===== src/rtl/compact_bf_pipe.sv =====
`default_nettype none
// ============================================================================
//  Module      : compact_bf_pipe (with helpers compact_bf_modmul, compact_bf_stage)
//  Description : Pipelined 4-input butterfly unit for a mixed-radix NTT
//                datapath. Runs either two independent radix-2 butterflies
//                (DUAL) or one fused two-stage radix-2^2 butterfly (FUSED),
//                forward (Cooley-Tukey) or inverse (Gentleman-Sande).
//                Fixed latency 2*(MUL_LAT+1) enabled cycles for every mode;
//                the whole pipe stalls when the output is held.
//  Ports       : clk, rst (async, active-high)
//                in_valid/in_ready, fused, inv, x0..x3, w1..w3  (input beat)
//                out_valid/out_ready, y0..y3                    (output beat)
//  Options     : BF_INTT_HALVE_EN - when defined, every GS butterfly output
//                is halved mod Q (FUSED INTT outputs end up scaled by 1/4).
//  Revision    : 1.0 - initial release
// ============================================================================

// ----------------------------------------------------------------------------
// Exact a*b mod Q, MUL_LAT register stages. The raw product travels through
// the first MUL_LAT-1 registers and is reduced before the last one.
// ----------------------------------------------------------------------------
module compact_bf_modmul #(
  parameter int DW      = 12,
  parameter int Q       = 3329,
  parameter int MUL_LAT = 2
) (
  input  logic          clk,
  input  logic          rst,
  input  logic          i_en,
  input  logic [DW-1:0] i_a,
  input  logic [DW-1:0] i_b,
  output logic [DW-1:0] o_p
);
  localparam logic [2*DW-1:0] c_q = (2*DW)'(Q);

  logic [2*DW-1:0] w_prod;
  logic [DW-1:0]   r_p;

  assign w_prod = {{DW{1'b0}}, i_a} * {{DW{1'b0}}, i_b};

  generate
    if (MUL_LAT == 1) begin : g_lat1
      always_ff @(posedge clk or posedge rst) begin
        if (rst) begin
          r_p <= '0;
        end else if (i_en) begin
          r_p <= DW'(w_prod % c_q);
        end
      end
    end else begin : g_latn
      logic [2*DW-1:0] r_raw [MUL_LAT-1];
      always_ff @(posedge clk or posedge rst) begin
        if (rst) begin
          for (int k = 0; k < MUL_LAT-1; k++) r_raw[k] <= '0;
          r_p <= '0;
        end else if (i_en) begin
          r_raw[0] <= w_prod;
          for (int k = 1; k < MUL_LAT-1; k++) r_raw[k] <= r_raw[k-1];
          r_p <= DW'(r_raw[MUL_LAT-2] % c_q);
        end
      end
    end
  endgenerate

  assign o_p = r_p;
endmodule

// ----------------------------------------------------------------------------
// One butterfly stage: two radix-2 butterflies, MUL_LAT+1 cycles deep.
// Lane pairing is adjacent (0,1)/(2,3) or strided (0,2)/(1,3). In bypass the
// lanes are only delayed. Raw u/v ride alongside the multiplier so that CT
// sums, GS sums and bypass are all formed after the multiply.
// ----------------------------------------------------------------------------
module compact_bf_stage #(
  parameter int DW      = 12,
  parameter int Q       = 3329,
  parameter int MUL_LAT = 2
) (
  input  logic          clk,
  input  logic          rst,
  input  logic          i_en,
  input  logic          i_valid,
  input  logic          i_inv,
  input  logic          i_strided,
  input  logic          i_bypass,
  input  logic [DW-1:0] i_l0,
  input  logic [DW-1:0] i_l1,
  input  logic [DW-1:0] i_l2,
  input  logic [DW-1:0] i_l3,
  input  logic [DW-1:0] i_wa,
  input  logic [DW-1:0] i_wb,
  output logic          o_valid,
  output logic [DW-1:0] o_l0,
  output logic [DW-1:0] o_l1,
  output logic [DW-1:0] o_l2,
  output logic [DW-1:0] o_l3
);
  localparam logic [DW:0] c_q    = (DW+1)'(Q);
  localparam int          c_last = MUL_LAT - 1;

  function automatic logic [DW-1:0] f_add(input logic [DW-1:0] a, input logic [DW-1:0] b);
    logic [DW:0] s;
    s = {1'b0, a} + {1'b0, b};
    if (s >= c_q) s = s - c_q;
    return s[DW-1:0];
  endfunction

  // a + Q - b lies in [1, 2Q-1] for reduced inputs; one conditional subtract.
  function automatic logic [DW-1:0] f_sub(input logic [DW-1:0] a, input logic [DW-1:0] b);
    logic [DW:0] s;
    s = {1'b0, a} + c_q - {1'b0, b};
    if (s >= c_q) s = s - c_q;
    return s[DW-1:0];
  endfunction

  // a/2 mod Q: odd values become even by adding the (odd) modulus first.
  function automatic logic [DW-1:0] f_half(input logic [DW-1:0] a);
    logic [DW:0] s;
    s = {1'b0, a};
    if (a[0]) s = s + c_q;
    return s[DW:1];
  endfunction

  function automatic logic [DW-1:0] f_gs_scale(input logic [DW-1:0] a);
`ifdef BF_INTT_HALVE_EN
    return f_half(a);
`else
    return a;
`endif
  endfunction

  logic [DW-1:0] w_u0, w_v0, w_u1, w_v1, w_ma0, w_ma1, w_m0, w_m1;
  logic [DW-1:0] w_e0, w_f0, w_e1, w_f1;
  logic [DW-1:0] w_y0, w_y1, w_y2, w_y3;

  logic          r_vld [MUL_LAT];
  logic          r_inv [MUL_LAT];
  logic          r_str [MUL_LAT];
  logic          r_byp [MUL_LAT];
  logic [DW-1:0] r_u0  [MUL_LAT];
  logic [DW-1:0] r_v0  [MUL_LAT];
  logic [DW-1:0] r_u1  [MUL_LAT];
  logic [DW-1:0] r_v1  [MUL_LAT];

  logic          r_out_valid;
  logic [DW-1:0] r_o0, r_o1, r_o2, r_o3;

  assign w_u0 = i_l0;
  assign w_v0 = i_strided ? i_l2 : i_l1;
  assign w_u1 = i_strided ? i_l1 : i_l2;
  assign w_v1 = i_l3;

  // CT multiplies v by w; GS multiplies (u - v) by w.
  assign w_ma0 = i_inv ? f_sub(w_u0, w_v0) : w_v0;
  assign w_ma1 = i_inv ? f_sub(w_u1, w_v1) : w_v1;

  compact_bf_modmul #(.DW(DW), .Q(Q), .MUL_LAT(MUL_LAT)) u_mul0 (
    .clk (clk), .rst (rst), .i_en (i_en), .i_a (w_ma0), .i_b (i_wa), .o_p (w_m0)
  );
  compact_bf_modmul #(.DW(DW), .Q(Q), .MUL_LAT(MUL_LAT)) u_mul1 (
    .clk (clk), .rst (rst), .i_en (i_en), .i_a (w_ma1), .i_b (i_wb), .o_p (w_m1)
  );

  always_comb begin
    if (r_byp[c_last]) begin
      w_e0 = r_u0[c_last];
      w_f0 = r_v0[c_last];
      w_e1 = r_u1[c_last];
      w_f1 = r_v1[c_last];
    end else if (r_inv[c_last]) begin
      w_e0 = f_gs_scale(f_add(r_u0[c_last], r_v0[c_last]));
      w_f0 = f_gs_scale(w_m0);
      w_e1 = f_gs_scale(f_add(r_u1[c_last], r_v1[c_last]));
      w_f1 = f_gs_scale(w_m1);
    end else begin
      w_e0 = f_add(r_u0[c_last], w_m0);
      w_f0 = f_sub(r_u0[c_last], w_m0);
      w_e1 = f_add(r_u1[c_last], w_m1);
      w_f1 = f_sub(r_u1[c_last], w_m1);
    end
    // Return butterfly results to the lanes they were taken from.
    w_y0 = w_e0;
    w_y1 = w_f0;
    w_y2 = w_e1;
    w_y3 = w_f1;
    if (r_str[c_last]) begin
      w_y1 = w_e1;
      w_y2 = w_f0;
    end
  end

  always_ff @(posedge clk or posedge rst) begin
    if (rst) begin
      for (int k = 0; k < MUL_LAT; k++) begin
        r_vld[k] <= 1'b0;
        r_inv[k] <= 1'b0;
        r_str[k] <= 1'b0;
        r_byp[k] <= 1'b0;
        r_u0[k]  <= '0;
        r_v0[k]  <= '0;
        r_u1[k]  <= '0;
        r_v1[k]  <= '0;
      end
      r_out_valid <= 1'b0;
      r_o0 <= '0;
      r_o1 <= '0;
      r_o2 <= '0;
      r_o3 <= '0;
    end else if (i_en) begin
      for (int k = MUL_LAT-1; k > 0; k--) begin
        r_vld[k] <= r_vld[k-1];
        r_inv[k] <= r_inv[k-1];
        r_str[k] <= r_str[k-1];
        r_byp[k] <= r_byp[k-1];
        r_u0[k]  <= r_u0[k-1];
        r_v0[k]  <= r_v0[k-1];
        r_u1[k]  <= r_u1[k-1];
        r_v1[k]  <= r_v1[k-1];
      end
      r_vld[0] <= i_valid;
      r_inv[0] <= i_inv;
      r_str[0] <= i_strided;
      r_byp[0] <= i_bypass;
      r_u0[0]  <= w_u0;
      r_v0[0]  <= w_v0;
      r_u1[0]  <= w_u1;
      r_v1[0]  <= w_v1;
      r_out_valid <= r_vld[c_last];
      r_o0 <= w_y0;
      r_o1 <= w_y1;
      r_o2 <= w_y2;
      r_o3 <= w_y3;
    end
  end

  assign o_valid = r_out_valid;
  assign o_l0    = r_o0;
  assign o_l1    = r_o1;
  assign o_l2    = r_o2;
  assign o_l3    = r_o3;
endmodule

// ----------------------------------------------------------------------------
// Top: stage 1 and stage 2 plus a sideband delay line carrying the beat's
// mode bits and twiddles to stage 2.
// ----------------------------------------------------------------------------
module compact_bf_pipe #(
  parameter int DW      = 12,
  parameter int Q       = 3329,
  parameter int MUL_LAT = 2
) (
  input  logic          clk,
  input  logic          rst,
  input  logic          in_valid,
  output logic          in_ready,
  input  logic          fused,
  input  logic          inv,
  input  logic [DW-1:0] x0,
  input  logic [DW-1:0] x1,
  input  logic [DW-1:0] x2,
  input  logic [DW-1:0] x3,
  input  logic [DW-1:0] w1,
  input  logic [DW-1:0] w2,
  input  logic [DW-1:0] w3,
  output logic          out_valid,
  input  logic          out_ready,
  output logic [DW-1:0] y0,
  output logic [DW-1:0] y1,
  output logic [DW-1:0] y2,
  output logic [DW-1:0] y3
);
  localparam int c_stage_lat = MUL_LAT + 1;
  localparam int c_sb_last   = c_stage_lat - 1;

  logic          w_en;
  logic          w_s1_str;
  logic [DW-1:0] w_s1_wa, w_s1_wb;
  logic          w_s1_valid;
  logic [DW-1:0] w_a0, w_a1, w_a2, w_a3;
  logic          w_s2_fused, w_s2_inv, w_s2_str, w_s2_byp;
  logic [DW-1:0] w_s2_wa, w_s2_wb;

  logic          r_sb_fused [c_stage_lat];
  logic          r_sb_inv   [c_stage_lat];
  logic [DW-1:0] r_sb_w1    [c_stage_lat];
  logic [DW-1:0] r_sb_w2    [c_stage_lat];
  logic [DW-1:0] r_sb_w3    [c_stage_lat];

  // Whole pipe advances unless a valid output is being held.
  assign w_en     = ~out_valid | out_ready;
  assign in_ready = w_en;

  // Stage 1: DUAL pairs (0,1)/(2,3) with w1/w2; FUSED NTT pairs (0,2)/(1,3)
  // with w1 on both; FUSED INTT pairs (0,1)/(2,3) with w2/w3.
  assign w_s1_str = fused & ~inv;
  assign w_s1_wa  = (fused & inv) ? w2 : w1;
  assign w_s1_wb  = fused ? (inv ? w3 : w1) : w2;

  compact_bf_stage #(.DW(DW), .Q(Q), .MUL_LAT(MUL_LAT)) u_stage1 (
    .clk       (clk),
    .rst       (rst),
    .i_en      (w_en),
    .i_valid   (in_valid),
    .i_inv     (inv),
    .i_strided (w_s1_str),
    .i_bypass  (1'b0),
    .i_l0      (x0),
    .i_l1      (x1),
    .i_l2      (x2),
    .i_l3      (x3),
    .i_wa      (w_s1_wa),
    .i_wb      (w_s1_wb),
    .o_valid   (w_s1_valid),
    .o_l0      (w_a0),
    .o_l1      (w_a1),
    .o_l2      (w_a2),
    .o_l3      (w_a3)
  );

  always_ff @(posedge clk or posedge rst) begin
    if (rst) begin
      for (int k = 0; k < c_stage_lat; k++) begin
        r_sb_fused[k] <= 1'b0;
        r_sb_inv[k]   <= 1'b0;
        r_sb_w1[k]    <= '0;
        r_sb_w2[k]    <= '0;
        r_sb_w3[k]    <= '0;
      end
    end else if (w_en) begin
      for (int k = c_stage_lat-1; k > 0; k--) begin
        r_sb_fused[k] <= r_sb_fused[k-1];
        r_sb_inv[k]   <= r_sb_inv[k-1];
        r_sb_w1[k]    <= r_sb_w1[k-1];
        r_sb_w2[k]    <= r_sb_w2[k-1];
        r_sb_w3[k]    <= r_sb_w3[k-1];
      end
      r_sb_fused[0] <= fused;
      r_sb_inv[0]   <= inv;
      r_sb_w1[0]    <= w1;
      r_sb_w2[0]    <= w2;
      r_sb_w3[0]    <= w3;
    end
  end

  // Stage 2: DUAL is a pure delay; FUSED NTT pairs (0,1)/(2,3) with w2/w3;
  // FUSED INTT pairs (0,2)/(1,3) with w1 on both.
  assign w_s2_fused = r_sb_fused[c_sb_last];
  assign w_s2_inv   = r_sb_inv[c_sb_last];
  assign w_s2_str   = w_s2_fused & w_s2_inv;
  assign w_s2_byp   = ~w_s2_fused;
  assign w_s2_wa    = w_s2_inv ? r_sb_w1[c_sb_last] : r_sb_w2[c_sb_last];
  assign w_s2_wb    = w_s2_inv ? r_sb_w1[c_sb_last] : r_sb_w3[c_sb_last];

  compact_bf_stage #(.DW(DW), .Q(Q), .MUL_LAT(MUL_LAT)) u_stage2 (
    .clk       (clk),
    .rst       (rst),
    .i_en      (w_en),
    .i_valid   (w_s1_valid),
    .i_inv     (w_s2_inv),
    .i_strided (w_s2_str),
    .i_bypass  (w_s2_byp),
    .i_l0      (w_a0),
    .i_l1      (w_a1),
    .i_l2      (w_a2),
    .i_l3      (w_a3),
    .i_wa      (w_s2_wa),
    .i_wb      (w_s2_wb),
    .o_valid   (out_valid),
    .o_l0      (y0),
    .o_l1      (y1),
    .o_l2      (y2),
    .o_l3      (y3)
  );
endmodule
`default_nettype wire

===== config.mk =====
export PLATFORM = sky130hd
export DESIGN_NAME = compact_bf_pipe
export DESIGN_NICKNAME = d
export VERILOG_FILES = /design/src/rtl/compact_bf_pipe.sv
export SDC_FILE = /design/constraint.sdc
export NUM_CORES = 2
export LEC_CHECK = 0
export CAP_MARGIN = 20
export CORE_MARGIN = 8
export CORE_UTILIZATION = 59
export DETAILED_ROUTE_END_ITERATION = 6
export GPL_TIMING_DRIVEN = 0
export PLACE_DENSITY = 0.9
export SLEW_MARGIN = 20
export SYNTH_ARGS = -nofsm -noshare
export SYNTH_HDL_FRONTEND = slang
export SYNTH_SLANG_ARGS = --single-unit

===== constraint.sdc =====
create_clock -name clk -period 19.88 [get_ports clk]
set_input_delay 3.976 -clock clk [delete_from_list [all_inputs] [get_ports clk]]
set_output_delay 3.976 -clock clk [all_outputs]
set_load 0.02 [all_outputs]

==> results by group <==
Clock network
  • Clk Latency, worst-skew pair: 0.65 ns
  • # hold bufs at CTS: 0
  • Root Buffer: clkbuf_16
  • Resize count post-CTS: 0
  • Postcts setup bufs: 0
  • CTS tree: built
  • Maximum root-to-sink buffer count: 3
  • CTS sink cnt: 560
  • H-tree levels: 3
  • CTS Buf Count: 66
  • Reg clk slew, reported paths: 0.06 ns

Synthesis
  • Share of flip-flops with an asynchronous set or reset: 100%
  • Top cells by area, synth: dfrtp_1 (18%), fa_1 (11%), ha_1 (9.4%)
  • Compound-cell area share of the yosys netlist: 21.4%
  • Post-Syn Area: 76300 sq um
  • Synth Instances: 9888
  • Syn Nets: 11000
  • Adder-Cell Fraction of Synth Area: 20.6%
  • Avg Cell Area, Syn: 7.72 sq um
  • YS warnings: 0
  • Yosys top cell area share: 18.4%
  • Largest area contributor in the netlist: dfrtp_1
  • Largest family of logic cells by synthesized area: simple AND/OR/NAND/NOR gates
  • Ys flop type: dfrtp_1
  • Post-synth EDFFs: 0
  • Simple logic cell fraction of the synthesized area: 22.5%
  • Cell variety after synth: 158
  • #FFs+latches synth: 560
  • Mux contribution to synthesized area: 3.04%
  • Synth Area in XOR/XNOR: 7.49%
  • Register area share after synthesis: 18.4%

STA
  • Slew HR: 7.23%
  • Final Setup Violations: 0
  • Tmin final: 17.22 ns
  • Setup Skew: 0.0209 ns
  • Pins over their slew limit: 0
  • RSZ-0062 raised after global routing: false
  • Worst slew pin tran: 1.38 ns
  • Period Utilization, post-route: 86.6%
  • Final hold vios: 0
  • Achievable clock frequency: 0.0581 GHz
  • Setup TNS: 0 ns

Floorplanning
  • Chip width: 376 um
  • Die height: 376 um
  • Ports: 140
  • Initial core utilization: 59.2%
  • Core ar.: 129000 sq um
  • Die area: 141000 sq um
  • Rows: 132

Worst setup path
  • Crit-path max FO: 10
  • Worst Path Arrival: 17.71 ns
  • CP Capture Type: flip-flop
  • Reg2Reg Launch Point: u_stage2.u_mul1.g_latn.r_raw[13]$_DFFE_PP0P_
  • CP Launch Point: fused
  • Reg2reg end: u_stage2.u_mul1.o_p[4]$_DFFE_PP0P_
  • R2R setup slack: 3.88 ns
  • R2r worst-path depth: 55
  • Critical path's slowest cell: buf_1
  • Startpoint types: input pin
  • Most used cell, CP: o21ai_0
  • CP endpoint: u_stage1.u_mul1.g_latn.r_raw[22]$_DFFE_PP0P_
  • Critical setup path kind: in2reg
  • Critical path's largest stage delay: 0.73 ns
  • WP data required: 20.37 ns

GRT
  • Initial antenna violation count: 17
  • Largest net degree at the start of global routing: 111
  • Global-route wire length before repair: 393 mm
  • GRT overflow: 0
  • Vias in the first global route: 72000
  • GRT Overall Usage: 34.0%

Routing
  • WL final: 249 mm
  • Antenna Nets Post-Route: 0
  • DR pass1 iterations: 6
  • Initial DRC count: 7387
  • Vias per cell: 6.27
  • Vias: 74700
  • Wire length per cell: 20.9 um
  • Drt drc: 0

Outcome
  • Status: completed

Worst hold path
  • WHS Path Cells: 2
  • Min-delay worst type: reg2reg

Placement
  • GP Congestion: 1.01
  • Port Buffers: 139
  • DP Wirelength: 199 mm

Layout
  • # nets final: 11200
  • Area delta synth->final: 8.10%
  • Commonest non-fill, non-tap cell in the layout: nand2_1
  • Layout cells sized above 1: 5.63%
  • Most frequent cells in the layout: nand2_1 (1677), inv_1 (895), nor2_1 (845)
  • Final core utilization: 64.0%

Flow run
  • Max cap viols: 0
cell type report:
class                      count  area, sq um
inverter                     901         3390
clock inverter                34          536
clock buffer                  82         1800
fill                       11000        46500
timing repair buffer         147         1570
antenna                       14         35.0
buffer                       410         1700
sequential                   560        14000
multi-input combinational   8017        57300
tap                         1742         2180
sequential cells by signal, summed over array words and instances, names as in the netlist, 24 cells and up:
signal / flops
r_sb_w1: 36
r_sb_w2: 36
r_sb_w3: 36
u_stage1.r_u0: 24
u_stage1.r_u1: 24
u_stage1.r_v0: 24
u_stage1.r_v1: 24
u_stage1.u_mul0.g_latn.r_raw: 24
u_stage1.u_mul1.g_latn.r_raw: 24
u_stage2.r_u0: 24
u_stage2.r_u1: 24
u_stage2.r_v0: 24
u_stage2.r_v1: 24
u_stage2.u_mul0.g_latn.r_raw: 24
u_stage2.u_mul1.g_latn.r_raw: 24
critical path, delay by kind of cell:
family          cells  cell delay, ns
compound gates     21            3.56
fa+ha+maj           9            3.50
buf+inv            12            3.47
simple gates       16            2.30
xor+xnor            3            0.51
mux                 1            0.33
through the flow:
stage	instance area [sq um]	std cells	hold slack, ns	worst slack (ns)
2_1_floorplan	76300	9888	0.430	0.243
3_3_place_gp	79900	11800	0.449	-5.86
3_5_place_dp	80100	11800	0.455	2.15
4_1_cts	82400	11900	0.467	2.82
5_1_grt	82500	11900	0.479	1.72
6_report	82500	11900	0.463	2.66
cell usage after synthesis, types with 25 or more instances:
master,number
a211o_1,30
xnor2_1,489
ha_1,576
nor2b_1,102
mux2_2,80
o31a_1,25
or4_1,40
buf_1,38
a211oi_1,78
nand4_1,52
inv_1,896
o21a_1,66
o21ai_0,502
o31ai_1,68
and3_1,71
or2_2,63
nand2b_1,93
xor2_1,142
nor3_1,147
mux2i_1,124
o21bai_1,125
clkbuf_1,314
o211ai_1,92
nand3_1,175
fa_1,416
nor4_1,51
nand2_1,1677
o22ai_1,45
dfrtp_1,560
a31oi_1,94
a21oi_1,666
or3_1,91
and2_1,140
o21ai_1,61
nor2_1,845
a21o_1,91
buf_2,41
o211a_1,34
cell families after synthesis:
| kind of cell | after synthesis |
|---|---|
| flops | 560 |
| buf+inv | 1311 |
| compound gates | 2428 |
| xor+xnor | 642 |
| fa+ha+maj | 1009 |
| simple gates | 3724 |
| mux | 214 |
worst min-delay path by stage:
stage,start,to,slack (ns)
2_1_floorplan,u_stage2.r_vld[0]$_DFFE_PP0P_,u_stage2.r_vld[0]$_DFFE_PP0P_,0.43
3_3_place_gp,u_stage1.r_u0[12]$_DFFE_PP0P_,u_stage1.r_u0[12]$_DFFE_PP0P_,0.45
3_5_place_dp,r_sb_w3[29]$_DFFE_PP0P_,r_sb_w3[29]$_DFFE_PP0P_,0.46
4_1_cts,r_sb_w3[29]$_DFFE_PP0P_,r_sb_w3[29]$_DFFE_PP0P_,0.47
5_1_grt,u_stage2.r_v0[12]$_DFFE_PP0P_,u_stage2.r_v0[0]$_DFFE_PP0P_,0.48
6_report,r_sb_w3[29]$_DFFE_PP0P_,r_sb_w3[29]$_DFFE_PP0P_,0.46
routing by layer:
metal	share of wire, %	global-route usage (%)	vias up
met1	40	44.3	36000
met5	0.019	0	-
met4	5.7	16.5	8
li1	-	-	34500
met3	9.5	6.73	700
met2	45	54.2	3504
Power is not shown: default switching activity piles up to over one toggle a cycle in this logic, so the estimate is an artifact.
